===== config.mk =====
export PLATFORM = sky130hd
export DESIGN_NAME = ram_req_arbiter
export DESIGN_NICKNAME = d
export VERILOG_FILES = /design/src/rtl/ram_req_arbiter.sv
export SDC_FILE = /design/constraint.sdc
export NUM_CORES = 1
export LEC_CHECK = 0
export ABC_AREA = 0
export BUFFER_PORTS_ARGS = -buffer_cell sky130_fd_sc_hd__buf_2
export CAP_MARGIN = 20
export CORE_MARGIN = 4
export CORE_UTILIZATION = 30
export CTS_CLUSTER_DIAMETER = 200
export DETAILED_ROUTE_END_ITERATION = 10
export GPL_TIMING_DRIVEN = 0
export PLACE_DENSITY_LB_ADDON = 0.25
export SETUP_SLACK_MARGIN = 0.02
export SLEW_MARGIN = 25
export SYNTH_ARGS = -nofsm -noshare
export SYNTH_HDL_FRONTEND = slang
export SYNTH_SLANG_ARGS = --single-unit

===== constraint.sdc =====
create_clock -name clk -period 3.01 [get_ports clk]
set_input_delay 0.301 -clock clk [delete_from_list [all_inputs] [get_ports clk]]
set_output_delay 0.301 -clock clk [all_outputs]
set_load 0.01 [all_outputs]

===== src/rtl/ram_req_arbiter.sv =====
// Turns per-port bus edges into latched requests and serves them, one at a time, over a
// toggle-handshake SDRAM port. Define RAMARB_PRIORITY_EN to give port 0 fixed priority.

module ram_req_arbiter_port #(
  parameter int AW = 16
) (
  input  logic          clk,
  input  logic          res_n,
  input  logic          cs,
  input  logic          oe,
  input  logic          we,
  input  logic [AW-1:0] addr,
  input  logic [7:0]    din,
  input  logic          issue_i,
  output logic          pend_o,
  output logic [AW-1:0] slot_addr_o,
  output logic          slot_we_o,
  output logic [7:0]    slot_din_o
);
  logic          rd_q, wr_q, prev_rd_q, prev_wr_q, pend_q, slot_we_q, trig;
  logic [AW-1:0] addr_q, prev_addr_q, slot_addr_q;
  logic [7:0]    din_q, slot_din_q;

  // Bus is registered once before edge detection; the history stage sits behind it.
  assign trig = (rd_q & ~prev_rd_q) | (wr_q & ~prev_wr_q) | (rd_q & (addr_q != prev_addr_q));

  always_ff @(posedge clk or negedge res_n) begin
    if (!res_n) begin
      rd_q        <= 1'b0;
      wr_q        <= 1'b0;
      prev_rd_q   <= 1'b0;
      prev_wr_q   <= 1'b0;
      addr_q      <= '0;
      prev_addr_q <= '0;
      din_q       <= '0;
      pend_q      <= 1'b0;
      slot_addr_q <= '0;
      slot_we_q   <= 1'b0;
      slot_din_q  <= '0;
    end else begin
      rd_q        <= cs & oe;
      wr_q        <= cs & we;
      addr_q      <= addr;
      din_q       <= din;
      prev_rd_q   <= rd_q;
      prev_wr_q   <= wr_q;
      prev_addr_q <= addr_q;
      // A trigger coinciding with an issue re-arms: the issue already took the old slot.
      if (trig) begin
        pend_q      <= 1'b1;
        slot_addr_q <= addr_q;
        slot_we_q   <= wr_q;
        slot_din_q  <= din_q;
      end else if (issue_i) begin
        pend_q <= 1'b0;
      end
    end
  end

  assign pend_o      = pend_q;
  assign slot_addr_o = slot_addr_q;
  assign slot_we_o   = slot_we_q;
  assign slot_din_o  = slot_din_q;
endmodule

module ram_req_arbiter #(
  parameter int NPORTS = 2,
  parameter int AW     = 16
) (
  input  logic                 clk,
  input  logic                 res_n,
  input  logic [NPORTS-1:0]    cs,
  input  logic [NPORTS-1:0]    oe,
  input  logic [NPORTS-1:0]    we,
  input  logic [NPORTS*AW-1:0] addr,
  input  logic [NPORTS*8-1:0]  din,
  output logic [NPORTS*8-1:0]  dout,
  output logic [NPORTS-1:0]    busy,
  output logic                 mem_req,
  input  logic                 mem_ack,
  output logic [AW-1:0]        mem_a,
  output logic                 mem_we,
  output logic [1:0]           mem_ds,
  output logic [15:0]          mem_d,
  input  logic [15:0]          mem_q
);
  localparam int PW = (NPORTS > 1) ? $clog2(NPORTS) : 1;

  typedef enum logic {S_IDLE, S_WAIT} state_e;

  state_e                     state_q, state_d;
  logic [PW-1:0]              last_q, last_d, grant_q, grant_d, sel, cand;
  logic                       found, upd_ptr;
  int                         idx;
  logic [NPORTS-1:0]          pend, issue, slot_we;
  logic [NPORTS-1:0][AW-1:0]  slot_addr;
  logic [NPORTS-1:0][7:0]     slot_din, dout_q, dout_d;
  logic                       req_q, req_d, we_q, we_d;
  logic [AW-1:0]              a_q, a_d;
  logic [1:0]                 ds_q, ds_d;
  logic [15:0]                d_q, d_d;

  for (genvar i = 0; i < NPORTS; i++) begin : g_port
    ram_req_arbiter_port #(.AW(AW)) u_port (
      .clk        (clk),
      .res_n      (res_n),
      .cs         (cs[i]),
      .oe         (oe[i]),
      .we         (we[i]),
      .addr       (addr[i*AW +: AW]),
      .din        (din[i*8 +: 8]),
      .issue_i    (issue[i]),
      .pend_o     (pend[i]),
      .slot_addr_o(slot_addr[i]),
      .slot_we_o  (slot_we[i]),
      .slot_din_o (slot_din[i])
    );
    assign busy[i] = pend[i] | ((state_q == S_WAIT) && (grant_q == PW'(i)));
  end

  // Round-robin search starts one past the last grant and wraps at NPORTS-1.
  always_comb begin
    sel     = last_q;
    cand    = '0;
    idx     = 0;
    found   = 1'b0;
    upd_ptr = 1'b1;
    for (int k = 1; k <= NPORTS; k++) begin
      idx = int'(last_q) + k;
      if (idx >= NPORTS) idx = idx - NPORTS;
      cand = PW'(idx);
      if (!found && pend[cand]) begin
        found = 1'b1;
        sel   = cand;
      end
    end
`ifdef RAMARB_PRIORITY_EN
    // Port 0 jumps the queue without disturbing the rotation among the others.
    if (pend[0]) begin
      sel     = '0;
      upd_ptr = 1'b0;
    end
`endif
  end

  always_comb begin
    state_d = state_q;
    last_d  = last_q;
    grant_d = grant_q;
    req_d   = req_q;
    we_d    = we_q;
    a_d     = a_q;
    ds_d    = ds_q;
    d_d     = d_q;
    dout_d  = dout_q;
    issue   = '0;
    case (state_q)
      S_IDLE: begin
        if (|pend) begin
          issue[sel] = 1'b1;
          grant_d    = sel;
          if (upd_ptr) last_d = sel;
          a_d     = slot_addr[sel];
          we_d    = slot_we[sel];
          d_d     = {slot_din[sel], slot_din[sel]};
          ds_d    = slot_we[sel] ? (slot_addr[sel][0] ? 2'b10 : 2'b01) : 2'b11;
          req_d   = ~req_q;
          state_d = S_WAIT;
        end
      end
      S_WAIT: begin
        if (mem_ack == req_q) begin
          if (!we_q) dout_d[grant_q] = a_q[0] ? mem_q[15:8] : mem_q[7:0];
          state_d = S_IDLE;
        end
      end
      default: state_d = S_IDLE;
    endcase
  end

  always_ff @(posedge clk or negedge res_n) begin
    if (!res_n) begin
      state_q <= S_IDLE;
      last_q  <= PW'(NPORTS - 1);
      grant_q <= '0;
      req_q   <= 1'b0;
      we_q    <= 1'b0;
      a_q     <= '0;
      ds_q    <= 2'b11;
      d_q     <= '0;
      dout_q  <= '0;
    end else begin
      state_q <= state_d;
      last_q  <= last_d;
      grant_q <= grant_d;
      req_q   <= req_d;
      we_q    <= we_d;
      a_q     <= a_d;
      ds_q    <= ds_d;
      d_q     <= d_d;
      dout_q  <= dout_d;
    end
  end

  assign dout    = dout_q;
  assign mem_req = req_q;
  assign mem_we  = we_q;
  assign mem_a   = a_q;
  assign mem_ds  = ds_q;
  assign mem_d   = d_q;
endmodule

==> results of run 1 <==
[area by class of cell]
class                           count  area share (%)
Buffer                             27            1.90
Clock buffer                       20            5.00
Multi-Input combinational cell    242            21.8
Sequential cell                   187            52.4
Inverter                            3           0.126
Timing Repair Buffer              176            13.0
Clock inverter                     11            1.82
Tap cell                          280            3.92
[placed cells by master, fill, tap and decap left out, types with 2 or more instances in the layout]
cell / count
mux2_4: 35
nand3_1: 2
xor2_1: 6
buf_4: 9
dfrtp_1: 184
nand2b_1: 4
nor3_1: 3
mux2_2: 15
o21ai_0: 31
nand2_1: 30
xnor2_1: 28
clkbuf_16: 17
nor2_1: 17
and2_1: 4
clkinvlp_4: 4
a21oi_1: 17
dlygate4sd3_1: 49
buf_6: 4
a22oi_2: 2
inv_1: 3
bufinv_16: 3
inv_6: 2
mux2i_1: 33
buf_2: 129
dfstp_2: 3
clkbuf_1: 11
a21o_1: 3
nand4_1: 6
[worst paths after layout]
path,depth (start not counted),slack (ns),end
min,2,0.08,g_port[0].u_port.wr_q
max in group asynchronous,3,1.64,mem_ds[0]
max reg2reg,6,1.0,mem_a[7]
min in group asynchronous,2,0.45,g_port[0].u_port.addr_q[10]
max,6,1.0,mem_a[7]
min reg2reg,0,0.38,g_port[1].u_port.prev_rd_q
[registers in the layout (all words and copies together), names as in the netlist, 2 cells and up]
register,cells
mem_ds,2
g_port.u_port.prev_rd_q,2
dout,16
g_port.u_port.addr_q,32
g_port.u_port.slot_din_o,16
g_port.u_port.prev_addr_q,32
g_port.u_port.pend_o,2
mem_d,8
g_port.u_port.slot_addr_o,32
g_port.u_port.din_q,16
mem_a,16
g_port.u_port.wr_q,2
g_port.u_port.rd_q,2
g_port.u_port.prev_wr_q,2
g_port.u_port.slot_we_o,2
[power groups by stage]
stage	Sequential (µW)	Clock (µW)	Combinational (µW)
after floorplan	3440	0	1180
after global placement	3360	0	2060
after detailed placement	3380	0	2120
after CTS	3340	2370	2170
after global routing	3400	2480	2370
final	3330	2290	2130
[per-layer routing]
metal	part of all wire (%)	GRT usage, %	up-vias
met5	0	0	-
met4	0.67	3.00	0
met3	5.6	4.25	10
met2	45	18.7	110
met1	48	16.7	2002
li1	-	-	1937
[kinds of logic (layout without fill, tap and decap cells)]
group | Yosys count | after routing | share of synthesized area [%]
AOI/OAI and AO/OA | 54 | 54 | 4.33
muxes | 83 | 83 | 15.0
buffers and inverters | 30 | 237 | 2.66
xor gates and xnor gates | 34 | 34 | 4.37
DFF | 187 | 187 | 68.7
and+or+nand+nor | 71 | 71 | 4.90
[metrics by stage]
| step | cell area (µm²) | cells | utilization, % |
|---|---|---|---|
| 2_1_floorplan | 6820 | 459 | - |
| 6_report | 8930 | 946 | 40.4 |
| 3_5_place_dp | 7840 | 866 | 35.5 |
| 5_1_grt | 8930 | 946 | 40.4 |
| 3_3_place_gp | 7800 | 865 | 35.3 |
| 4_1_cts | 8910 | 944 | 40.4 |
[worst max-delay path: stages (launching register included)]
cell      delay [ns]
dfrtp_1         0.32
clkbuf_1        0.27
o21bai_1        0.25
clkbuf_1        0.39
clkbuf_1        0.48
nand2_1         0.11
o21ai_0         0.10
==> out/qor.yml, run 1 <==
wl_um: 14800
viasPerCell: 4.29
post_cts_resized: 0
path_class: "reg -> reg"
fillCellCount: 2051
crit_required_ns: 3.34
endpoint_kind: "register"
fin_setup_tns_ns: 0
fin_skew_ns: 0.0135
fin_crit_sh_pct: 66.8
register_area_um2: 4680
drive_above_1_share_pct: 34.4
via_count: 4059
reg2reg_from: "state_q"
path_max_fanout: 10
grt-ovfl-total: 0
slew_viol_final: 0
antenna_left: 0
synth_most_common_cell: "dfrtp_1"
cts_setup_buffers: 0
clock_sinks: 187
syn_avg_cell_area_um2: 14.9
synth_ff_type: "dfrtp_1"
ys_warn_count: 0
num_rows: 54
hp-start: "we[0]"
startpoint: "state_q"
gp_congestion: 0.776
cp-start-kind: "register"
cts_tree: "yes"
synthTopCellsByCount: "184 x dfrtp_1, 35 x mux2_4, 33 x mux2i_1"
n_antenna_cell: 0
insertion_delay_ns: 0.43
mappedNetlistArea_um2: 6820
grt.total_usage_pct: 12.2
antenna_found_initial: 0
core_area_um2: 22100
pwr-share-clk_pct: 29.5
period_needed_ns: 2.01
yosys.area.top_type_share_pct: 67.5
ys_seq_area_share_pct: 68.7
power_uw: 7750
switchingPower_uw: 2420
cts_buffer_depth: 2
hold-worst-slack_ns: 0.0842
dp_worst_setup_slack_ns: 0.998
drcViolationCount: 0
post-dp-hpwl_um: 10400
crit_arrival_ns: 2.34
rsz0062_at_grt: "false"
wl_per_cell_um: 15.6
cellPowerDensity_nw_per_um2: 868
synth_top_cell_by_area: "dfrtp_1"
cts_hold_buf: 47
cts_buffers: 17
synth_cell_types: 30
async_flop_share_pct: 100
syn_nets: 532
die_h_um: 159
initial_core_util_pct: 30.9
ys_seq_elements: 187
p_int_uw: 5330
synth_edf_count: 0
worst_slack_ns: 0.999
syn_inst: 459
worst_slew_pin_slew_ns: 0.712
status: "completed"
swShare_pct: 31.2
root_buffer: "clkbuf_16"
setup_violations: 0
max-cap-violations: 0
ios: 127
drt_pass1_iterations: 4
path_clk_slew_ns: 0.07
synthTopCellsByArea: "dfrtp_1 68%, mux2_4 7.7%, mux2i_1 4.8%, xnor2_1 3.6%, mux2_2 2.5%"
irDropWorstVdd_mv: 0.456
portBuffers: 126
first_iter_violations: 147
first_global_vias: 4528
slew_headroom_pct: 52.5
grt_max_degree: 98
p_leak_uw: 0.00412
fmax_mhz: 497
hold_path_class: "in -> reg"
hold_viol_final: 0
comb_power_share_pct: 27.5
syn_to_final_growth_pct: 31.1
die_area_um2: 25200
cts_max_level: 4
seqPwrFrac_pct: 43.0
multi_input_area_um2: 1950
grt_pass1_wl_um: 24600
nNetsFinal: 727
die_x_um: 159
Power figures use the tool's default switching activity.
==> run 2: changes to the inputs <==
==> constraint.sdc (replaced) <==
create_clock -name clk -period 1.9 [get_ports clk]
set_input_delay 0.19 -clock clk [delete_from_list [all_inputs] [get_ports clk]]
set_output_delay 0.19 -clock clk [all_outputs]
set_load 0.01 [all_outputs]
==> run 2 against run 1 <==
Non-clock buffer count up 12. Register-to-register slack worse by 0.90 ns. Setup slack worse by 0.90 ns. Combinational power up 61%. Critical path depth unchanged. Largest power group unchanged.
==> out/qor.yml, run 2 (synthesis gave the netlist of run 1 again) <==
endpoint_kind: "register"
grt.total_usage_pct: 12.3
crit_required_ns: 2.21
final_common_cell: "dfrtp_1"
cts_buffers: 17
cts_tree: "yes"
nNetsFinal: 739
rsz0062_at_grt: "true"
grt-ovfl-total: 0
post-dp-hpwl_um: 10400
final_cell_mix: "184 x dfrtp_1, 127 x buf_2, 57 x dlygate4sd3_1, 35 x mux2_4, 33 x mux2i_1"
fin_skew_ns: 0.0128
gr-usage-met3_pct: 4.30
cts_buffer_depth: 2
period_needed_ns: 1.80
global_route.usage.met1_pct: 16.7
syn_to_final_growth_pct: 33.4
clock_sinks: 187
path_class: "reg -> reg"
ios: 127
grt_max_degree: 98
status: "completed"
dpl_cell_area_um2: 7840
worst_slew_pin_slew_ns: 0.713
fmax_mhz: 555
wl_um: 14900
use_met2_pct: 19.0
path_clk_slew_ns: 0.06
num_rows: 54
irDropWorstVdd_mv: 0.723
grt_pass1_wl_um: 24800
fin_crit_sh_pct: 94.9
root_buffer: "clkbuf_16"
drcViolationCount: 0
via_count: 4105
crit_arrival_ns: 2.11
hold_viol_final: 0
setup_violations: 0
viasPerCell: 4.28
final_cell_area_um2: 9090
hold-worst-slack_ns: 0.0859
die_area_um2: 25200
wl_per_cell_um: 15.5
initial_core_util_pct: 30.9
path_max_fanout: 10
gp_congestion: 0.776
portBuffers: 126
antenna_left: 0
drt_pass1_iterations: 4
slew_viol_final: 0
top_usage_layer: "met2"
first_iter_violations: 170
insertion_delay_ns: 0.43
n_antenna_cell: 0
slew_headroom_pct: 52.4
power_uw: 12300
drive_above_1_share_pct: 35.5
die_x_um: 159
cellPowerDensity_nw_per_um2: 1360
hold_path_class: "in -> reg"
p_leak_uw: 0.00421
core_area_um2: 22100
max-cap-violations: 0
first_global_vias: 4596
cts_max_level: 4
cp-start-kind: "register"
antenna_found_initial: 0
die_h_um: 159
## run 2: cell type report
type	instances	area [µm²]
Buffer	26	179
Clock buffer	20	447
Clock inverter	11	163
Fill cell	2041	13000
Inverter	3	11.3
Multi-Input combinational cell	242	1980
Sequential cell	187	4680
Tap cell	280	350
Timing Repair Buffer	189	1280
## run 2: what timing repair did
action                     in CTS  in global routing
pin swaps                       2                  3
hold buffers                   57                  0
setup buffers                   4                  1
gates resized for setup         4                  8
setup endpoints to repair      55                 64
hold endpoints to repair      142                  0
## run 2: power breakdown
part / internal (µW) / total (µW) / switching, µW
clock: 2120 / 3630 / 1500
combinational: 1590 / 3430 / 1840
sequential: 4780 / 5280 / 499
## run 2: stage by stage
step / TNS [ns] / worst slack, ns / utilization [%] / cells
global placement: -416.26 / -2.25 / 35.3 / 865
finish: 0 / 0.0978 / 41.1 / 958
CTS: 0 / 0.0385 / 41.0 / 958
global route: -0.0946 / -0.0209 / 41.1 / 958
floorplan: 0 / 0.198 / - / 459
detailed placement: -2.34 / -0.112 / 35.5 / 866
## run 2: worst max-delay path: stages (launching register included)
cell     delay (ns)
dfrtp_1        0.42
xnor2_2        0.15
nand4_1        0.13
nor4_2         0.33
a22oi_2        0.15
buf_6          0.21
mux2_4         0.30
## run 2: worst paths after layout
| kind | start | to | slack, ns | cells past startpoint |
|---|---|---|---|---|
| max in group asynchronous | res_n | mem_ds[0] | 0.65 | 3 |
| max reg2reg | g_port[0].u_port.addr_q[0] | g_port[0].u_port.slot_din_o[5] | 0.1 | 6 |
| min in group asynchronous | res_n | g_port[0].u_port.addr_q[10] | 0.34 | 2 |
| min reg2reg | g_port[1].u_port.rd_q | g_port[1].u_port.prev_rd_q | 0.38 | 0 |
| max | g_port[0].u_port.addr_q[0] | g_port[0].u_port.slot_din_o[5] | 0.1 | 6 |
| min | mem_q[2] | dout[10] | 0.09 | 3 |
## run 2: per-layer routing
layer	vias to the layer above	wire [µm]	part of all wire (%)
met5	-	0	0
met4	0	109	0.73
met3	11	914	6.1
met2	115	6780	46
met1	2021	7080	48
li1	1958	-	-
==> run 3: changes to the inputs <==
--- a/config.mk
+++ b/config.mk
@@ -13,7 +13,7 @@
 export CTS_CLUSTER_DIAMETER = 200
 export DETAILED_ROUTE_END_ITERATION = 10
 export GPL_TIMING_DRIVEN = 0
-export PLACE_DENSITY_LB_ADDON = 0.25
+export PLACE_DENSITY = 0.6
 export SETUP_SLACK_MARGIN = 0.02
 export SLEW_MARGIN = 25
 export SYNTH_ARGS = -nofsm -noshare
==> run 3 against run 2 <==
Clock-buffer cell count down 2. Total power grew 0.51%. Setup slack got worse by 0.051 ns. Largest cell class unchanged. Via count fell by 0.56%. Sequential share of layout area decreased by 0.33 points. Critical endpoint is now g_port[0].u_port.slot_addr_o[10]. Sequential power about the same.
==> out/qor.yml, run 3 (synthesis gave the netlist of run 1 again) <==
endpoint_kind: "register"
fin_skew_ns: 0.00937
utilization_pct: 41.4
ios: 127
cp_cell_sequence: "xnor2_2, nand4_1, nor4_2, a22oi_2, buf_6, mux2_4"
rsz0062_at_grt: "true"
portBuffers: 126
path_clk_slew_ns: 0.07
syn_to_final_growth_pct: 34.2
first_global_vias: 4402
crit_arrival_ns: 2.16
viasPerCell: 4.24
core_area_um2: 22100
grt-ovfl-total: 0
period_needed_ns: 1.85
crit_cells: 6
max-cap-violations: 0
insertion_delay_ns: 0.43
nNetsFinal: 743
drive_above_1_share_pct: 36.2
grt_pass1_wl_um: 24400
cts_max_level: 4
root_buffer: "clkbuf_16"
drcViolationCount: 0
n_antenna_cell: 0
cts_buffers: 17
cts_tree: "yes"
dp_cells: 867
final_cell_mix: "184 x dfrtp_1, 127 x buf_2, 57 x dlygate4sd3_1, 35 x mux2_4, 33 x mux2i_1"
via_count: 4082
drt_pass1_iterations: 4
path_buf_inv: 1
final_common_cell: "dfrtp_1"
wl_um: 15000
fillCellCount: 2062
fmax_mhz: 540
final_cell_count_no_fill: 963
post-dp-hpwl_um: 10200
irDropWorstVdd_mv: 0.670
crit_required_ns: 2.21
path_max_fanout: 10
worst_slew_pin_slew_ns: 0.711
clock_sinks: 187
grt.total_usage_pct: 12.2
first_iter_violations: 169
slew_headroom_pct: 52.6
hold_path_class: "in -> reg"
max_stage_delay_ns: 0.40
gp_congestion: 0.758
fin_crit_sh_pct: 97.6
status: "completed"
num_rows: 54
cp_slowest_cell: "dfrtp_1"
grt_max_degree: 90
setup_violations: 0
r2r-end: "g_port[0].u_port.slot_addr_o[10]"
path_class: "reg -> reg"
p_leak_uw: 0.00424
cts_buffer_depth: 2
die_area_um2: 25200
slew_viol_final: 0
antenna_found_initial: 0
antenna_left: 0
die_x_um: 159
cp-start-kind: "register"
wl_per_cell_um: 15.6
fin_setup_tns_ns: 0
initial_core_util_pct: 30.9
reg2reg_from: "g_port[0].u_port.prev_addr_q[0]"
ff2ff_path_depth: 6
die_h_um: 159
startpoint: "g_port[0].u_port.prev_addr_q[0]"
crit_path_end: "g_port[0].u_port.slot_addr_o[10]"
cellPowerDensity_nw_per_um2: 1360
reg2reg_slack_ns: 0.05
critPathTopFamily: "simple AND/OR/NAND/NOR gates"
hold_viol_final: 0
==> run 3: changes by cell type in the layout (fill, tap and decap cells not counted), moves of 2 or more <==
cell,before,now
buf_6,3,7
clkinvlp_4,4,2
inv_6,2,5
xnor2_1,25,27
xnor2_2,3,1
==> run 3: final cells by class <==
cell class	count	area, µm²	area share [%]
buffer	26	175	1.91
clock buffer	18	429	4.69
clock inverter	14	183	2.00
inverter	3	11.3	0.123
multi-input combinational	242	1980	21.6
sequential	187	4680	51.2
tap	280	350	3.83
timing repair buffer	193	1340	14.6
==> run 3: worst min path at each step <==
stage,depth (start not counted),end,slack [ns],from
floorplan,0,dout[0],-0.11,res_n
global placement,1,g_port[1].u_port.addr_q[11],0.30,addr[27]
detailed placement,1,g_port[0].u_port.addr_q[10],0.07,res_n
CTS,3,dout[8],0.05,mem_q[0]
global route,3,dout[8],0.08,mem_q[0]
finish,3,dout[8],0.08,mem_q[0]
==> run 3: timing repair <==
action                                  4_1_cts  5_1_grt
buffers inserted                              3        3
gates cloned                                  0        2
hold buffers                                 57        0
endpoints found under the hold margin       150        0
pin swaps                                     2        3
endpoints found under the setup margin       57       76
gates resized for setup                       3       17
==> run 3: through the flow <==
step	setup slack [ns]	power (µW)	hold slack (ns)	cell area [µm²]
floorplan	0.198	7330	-0.106	6820
CTS	0.0390	12500	0.0525	9070
global route	-0.0783	13200	0.0838	9150
detailed placement	-0.127	8680	0.0654	7860
global placement	-2.43	8600	0.298	7800
finish	0.0465	12400	0.0784	9150
==> run 3: report_power, final <==
part / leakage [µW] / internal [µW] / switching [µW]
Sequential: 0.00219 / 4780 / 517
Clock: 0.000294 / 2100 / 1590
Combinational: 0.00175 / 1610 / 1800
Total: 0.00424 / 8500 / 3900
==> run 3: routing by layer <==
layer	part of all wire (%)	vias to the layer above	routed length, µm	global-route usage, %
li1	-	1975	-	-
met1	49	1990	7410	17.1
met2	45	100	6720	18.1
met3	4.9	17	730	4.30
met4	0.95	0	142	3.31
met5	0	-	0	0
==> run 3: worst min-delay path, stage by stage <==
cell,delay (ns)
buf_2,0.08
mux2i_1,0.07
a21oi_1,0.12
